<file path="src/rtl/stream_mux.sv">
// stream_mux: N-to-1 round-robin stream merger with a registered, source-tagged output.
// Optional build macro STREAM_MUX_LAST_LOCK_EN: once a non-last beat is accepted from an
// input, the arbiter stays on that input until its last beat is accepted.
module stream_mux #(
    parameter int unsigned WIDTH  = 16,
    parameter int unsigned NUM_IN = 4,
    parameter int unsigned SEL_W  = 2
) (
    input  logic                    clk,
    input  logic                    reset,
    input  logic [NUM_IN-1:0]       in_valid,
    input  logic [NUM_IN*WIDTH-1:0] in_data,
    input  logic [NUM_IN-1:0]       in_last,
    output logic [NUM_IN-1:0]       in_ready,
    output logic                    out_valid,
    output logic [WIDTH-1:0]        out_data,
    output logic [SEL_W-1:0]        out_sel,
    output logic                    out_last,
    input  logic                    out_ready
);

    logic [SEL_W-1:0] rr_ptr;
    logic             load;
    logic             grant_exists;
    logic [SEL_W-1:0] grant_idx;
    logic [WIDTH-1:0] grant_data;
    logic             grant_last;
    logic             locked;
    int unsigned      rank;
    int unsigned      best_rank;

    assign load = !out_valid || out_ready;

`ifdef STREAM_MUX_LAST_LOCK_EN
    // Lock flag: set by an accepted non-last beat, cleared by an accepted last beat
    always_ff @(posedge clk) begin
        if (reset) begin
            locked <= 1'b0;
        end else if (load && grant_exists) begin
            locked <= !grant_last;
        end
    end
`else
    assign locked = 1'b0;
`endif

    // Round-robin arbitration: each input gets a rank equal to its distance after rr_ptr,
    // the lowest-ranked valid input wins (rr_ptr itself ranks last, so a sole requester still wins)
    always_comb begin
        grant_exists = 1'b0;
        grant_idx    = '0;
        grant_data   = '0;
        grant_last   = 1'b0;
        best_rank    = NUM_IN;
        rank         = 0;
        for (int unsigned i = 0; i < NUM_IN; i++) begin
            rank = (i + NUM_IN - 32'(rr_ptr) - 1) % NUM_IN;
            if (in_valid[i] && (!locked || SEL_W'(i) == rr_ptr) && rank < best_rank) begin
                best_rank    = rank;
                grant_exists = 1'b1;
                grant_idx    = SEL_W'(i);
                grant_data   = in_data[i*WIDTH +: WIDTH];
                grant_last   = in_last[i];
            end
        end
    end

    // One-hot ready to the granted input; held low while reset is asserted
    always_comb begin
        in_ready = '0;
        if (load && grant_exists && !reset) begin
            in_ready[grant_idx] = 1'b1;
        end
    end

    // Output register and round-robin pointer
    always_ff @(posedge clk) begin
        if (reset) begin
            out_valid <= 1'b0;
            out_data  <= '0;
            out_sel   <= '0;
            out_last  <= 1'b0;
            rr_ptr    <= SEL_W'(NUM_IN - 1);
        end else if (load) begin
            if (grant_exists) begin
                out_valid <= 1'b1;
                out_data  <= grant_data;
                out_sel   <= grant_idx;
                out_last  <= grant_last;
                rr_ptr    <= grant_idx;
            end else begin
                out_valid <= 1'b0;
            end
        end
    end

endmodule

</file>
<file path="config.mk">
export PLATFORM = sky130hd
export DESIGN_NAME = stream_mux
export DESIGN_NICKNAME = d
export VERILOG_FILES = /design/src/rtl/stream_mux.sv
export SDC_FILE = /design/constraint.sdc
export NUM_CORES = 1
export LEC_CHECK = 0
export BUFFER_PORTS_ARGS = -buffer_cell sky130_fd_sc_hd__buf_2
export CAP_MARGIN = 40
export CORE_AREA = 5 5 103 57
export DETAILED_ROUTE_END_ITERATION = 10
export DIE_AREA = 0 0 108 62
export PLACE_DENSITY = 0.67
export SETUP_SLACK_MARGIN = 0.15
export SYNTH_ARGS = -nofsm -noshare
export SYNTH_HDL_FRONTEND = slang
export SYNTH_SLANG_ARGS = --single-unit
</file>
<file path="constraint.sdc">
create_clock -name clk -period 4.7 [get_ports clk]
set_clock_uncertainty 0.15 [all_clocks]
set_input_delay 0.94 -clock clk [delete_from_list [all_inputs] [get_ports clk]]
set_output_delay 0.94 -clock clk [all_outputs]
set_load 0.02 [all_outputs]
</file>
[After elaboration in Yosys (flattened, before gate mapping)]
Index checks and enable logic that the tools add are counted.
Word-level totals
  input bits: 75
  flip-flop bits (word level): 22
  output and inout bits: 24
  logic and storage cells: 52
Operators by class
  add/subtract/negate cells: 8
  order comparisons: 6
  multiplexer cells: 22
  reductions and logical operators: 11
Operators with widths (count)
  $mux W16: 4
  $lt A2 B32 Y1: 1
  $mux W1: 11
  $mux W3: 3
  $sub A2 B2 Y2 const B: 4
  $logic_and A1 B1 Y1: 7
  $lt A2 B3 Y1: 2
  $lt A2 B3 Y1 const B: 2
  $mux W2: 2
  $mux W4: 1
  $sub A1 B2 Y2 const A: 2
  $sub A2 B2 Y2 const A: 2
  $demux W1 S2: 1
  $ge A2 B1 Y1 const B: 1
  $logic_not A1 Y1: 2
  $reduce_and A2 Y1: 1
  $logic_or A1 B1 Y1: 1

[Logic depth before layout (Yosys ltp)]
  depth in word-level cells: 19
  gate-level depth with buffers: 17
  mapped depth without buffers: 13

[Least setup slack after synthesis]
Ideal clock, no wire load.
  path kind: input to output
  start: input port in_valid[0]
  end: output port in_ready[1]
  path buffers: 2
  stages on the path: 13
  arrival time: 3.674 ns
  slack: -0.064 ns
  required time: 3.610 ns
  path through: and4bb_2 -> nor2_1 -> ha_1 -> o22ai_1 -> o21ai_1 -> buf_2 -> o21ai_0 -> ha_1 -> nand2_2 -> o311ai_2 -> buf_6 -> nand2_1 -> nor3_1
Between the ends
  word-level cells in the longest chain between the ends: 16
  elaborated cells between the ends (all ways): 25
  those cells by class: 5 x order compare; 13 x mux; 7 x reduce/logical
Ends and longest elaborated chain
  start, declared: line 11  | input logic [NUM_IN-1:0] in_valid,
  $logic_and A1 B1 Y1 (*): line 58  | if (in_valid[i] && (!locked || SEL_W'(i) == rr_ptr) && rank < best_rank) begin
  $mux W3: line 58
  $lt A2 B3 Y1: line 58
  $logic_and A1 B1 Y1: line 58
  $mux W3: line 58
  $lt A2 B3 Y1: line 58
  $logic_and A1 B1 Y1: line 58
  $mux W3: line 58
  $lt A2 B32 Y1: line 58
  $logic_and A1 B1 Y1: line 58
  $mux W2: line 58
  $lt A2 B3 Y1 (not written as such) / $ge A2 B1 Y1 (equally long branches): line 72  | in_ready[grant_idx] = 1'b1;
  $logic_and A1 B1 Y1 (not written as such): line 72
  $mux W1 (not written as such): line 72
  $demux W1 S2: line 72
  $mux W4 (*): line 71  | if (load && grant_exists && !reset) begin
  end, declared: line 14  | output logic [NUM_IN-1:0] in_ready,
Every way passes the cells marked *; elsewhere a longest branch is shown, timed or not.

[Worst setup path in the final report]
  start: input port in_valid[0]
  end: output port in_ready[0]
The elaborated chain is that of the path after synthesis.

==> results.py <==
metrics = {
    "synth": {
        "yosysSeqAreaShare_pct": 27.0,
        "syn_area_um2": 1630,
        "synth_cells": 173,
        "synth_area_leaders": "dfxtp_1, a311oi_2, o211ai_2",
        "synth_warnings": 0,
        "synth-seq-cells": 22,
        "syn_area_per_cell_um2": 9.44,
        "syn_nets": 250,
        "synth_edf_count": 0,
        "netlist.area_leader.share_pct": 27.0,
        "async_reset_ff_share_pct": 0,
        "synth_top_area_cell": "dfxtp_1",
        "synthFlopType": "dfxtp_1",
        "synth_cell_types": 35,
    },
    "timing": {
        "worst_slew_pin_slew_ns": 0.674,
        "rsz0062_at_grt": "false",
        "hold_viol": 0,
        "slew_headroom_pct": 55.1,
        "fin_crit_sh_pct": 93.0,
        "finalMaxSlewViolations": 0,
        "period_minus_slack_ns": 4.37,
        "max_freq_mhz": 229,
        "finalSetupViolCount": 0,
        "setup_tns_ns": 0,
        "hold_slack_ns": 0.349,
    },
    "drt": {
        "wl_um": 5600,
        "avgRoutedWirePerCell_um": 16.8,
        "drt_iter0_drc": 89,
        "num_vias": 1713,
        "first_pass_iters": 4,
        "via_per_inst": 5.14,
        "drc_errors": 0,
        "final_antenna_net_count": 0,
    },
    "critical_path": {
        "r2r_slack_ns": 1.34,
        "rr_worst_depth": 14,
        "critPathLaunchType": "input pin",
        "reg2reg_from": "rr_ptr[0]",
        "rr_endpoint": "out_data[3]",
        "crit_type": "in2out",
        "arrival_ns": 3.28,
        "cp-end-kind": "output pin",
        "required_ns": 3.61,
        "path_max_fanout": 8,
    },
    "clock_network": {
        "cts_root_buf": "clkbuf_8",
        "cts_tree": "built",
        "cts_buffer_depth": 2,
        "cts_made_buffers": 3,
        "clkTransAtPathRegs_ns": 0.08,
        "clk_latency_ns": 0.26,
        "cts.sinks": 22,
        "htreeDepth": 1,
    },
    "floorplan": {
        "rows": 18,
        "io_pins": 99,
        "dieArea_um2": 6700,
        "core_area_um2": 4770,
        "fp.dieW_um": 108,
        "die_height_um": 62,
        "initial_core_util_pct": 34.2,
    },
    "grt": {
        "grt_pass1_vias": 1725,
        "antenna_found_initial": 0,
        "grt_pass1_wl_um": 8440,
        "grt_max_degree": 23,
        "gr-total-overflow": 0,
        "grt_usage_pct": 16.4,
    },
    "outcome": {
        "status": "complete, no violations",
    },
    "placement": {
        "numPortBuffers": 98,
        "hpwlAfterDp_um": 4350,
        "globalplace.congestion": 0.754,
    },
    "pwr": {
        "leakagePower_nw": 1.02,
        "p_per_area_nw_per_um2": 416,
        "ir_worst_vdd_mv": 0.168,
    },
    "hold_path": {
        "hold_end": "out_valid",
        "hp-class": "reg2reg",
        "min_delay_path_depth": 2,
        "min-delay-start": "out_valid",
    },
    "finish": {
        "layout_common_cells": "buf_2, nor2_1, dfxtp_1, nand2_1",
        "drive_above_1_share_pct": 60.5,
        "fin_nets": 341,
        "fin_util_pct": 48.1,
        "syn_to_final_growth_pct": 40.6,
        "layout_commonest_cell": "buf_2",
        "n_antenna_cell": 0,
    },
    "job": {
        "drv_cap": 0,
    },
}
[per-stage QoR]
| stage | instances | setup WS (ns) | total power, mW | instance area, µm² |
|---|---|---|---|---|
| final | 333 | 0.328 | 0.955 | 2300 |
| after global routing | 333 | 0.139 | 1.02 | 2300 |
| after CTS | 332 | 0.165 | 0.958 | 2280 |
| after detailed placement | 328 | 0.126 | 0.819 | 2220 |
| after global placement | 327 | 0.214 | 0.806 | 2190 |
| after floorplan | 173 | 0.186 | 0.689 | 1680 |
[Yosys cell counts, types with 2 or more instances]
cell	number
a211oi_1	2
o21ai_0	2
buf_2	6
o211ai_2	14
o211ai_1	3
dfxtp_1	22
a311oi_2	17
ha_1	2
a21oi_1	4
nand2_1	20
nor3b_1	3
buf_6	3
buf_4	4
a221o_1	17
nor3_1	4
nor2b_1	2
clkbuf_1	7
nand2_2	2
nor2_1	23
[cell families (layout without fill, tap and decap cells)]
group | after synthesis | after routing | share of synthesized area, %
fa+ha+maj | 2 | 2 | 1.53
xor+xnor | 1 | 1 | 0.536
compound gates | 64 | 64 | 43.7
buf+inv | 21 | 111 | 7.59
flops | 22 | 22 | 27.0
mux | 1 | 1 | 0.613
simple gates | 62 | 62 | 19.1
[sequential cells by signal, summed over array words and instances, names as in the netlist]
register and cells:
out_data 16, out_sel 2, rr_ptr 2, out_last 1, out_valid 1
[worst max-delay path by stage]
stage	slack [ns]	startpoint	cells after the start	endpoint
2_1_floorplan	0.19	in_valid[0]	14	in_ready[0]
3_5_place_dp	0.13	in_valid[0]	14	in_ready[0]
4_1_cts	0.17	in_valid[0]	14	in_ready[0]
6_report	0.33	in_valid[0]	14	in_ready[0]
3_3_place_gp	0.21	in_valid[0]	14	in_ready[0]
5_1_grt	0.14	in_valid[0]	14	in_ready[1]
[what timing repair did]
item	CTS	global route
setup endpoints to repair	1	3
hold buffers	0	0
endpoints found under the hold margin	0	0
pin swaps	1	5
setup buffers	0	1
gates resized for setup	1	4
[report_power, final]
group          switching [mW]  internal, mW
logic                   0.327         0.233
registers              0.0303         0.228
clock network          0.0607        0.0746
[routing by layer]
metal,track usage [%],share of wire (%),up-vias
met5,0,0,-
met4,2.16,0.43,0
met3,6.71,12,2
met2,23.9,37,88
met1,23.4,51,771
li1,-,-,852
[critical path, stage by stage]
cell,delay (ns)
clkbuf_4,0.16
and4bb_2,0.25
nor2_2,0.13
ha_1,0.25
o22ai_2,0.19
o21ai_2,0.09
nand2_1,0.07
o21ai_0,0.09
ha_1,0.31
nand2_2,0.07
o311ai_4,0.25
nand2_2,0.14
nor4_4,0.16
buf_4,0.18
[final cells by class]
cell class / instances / area [µm²]
Clock buffer: 4 / 55.1
Fill cell: 474 / 2480
Sequential cell: 22 / 440
Tap cell: 70 / 87.6
Timing Repair Buffer: 107 / 588
Multi-Input combinational cell: 130 / 1120
Power figures use the tool's default switching activity.
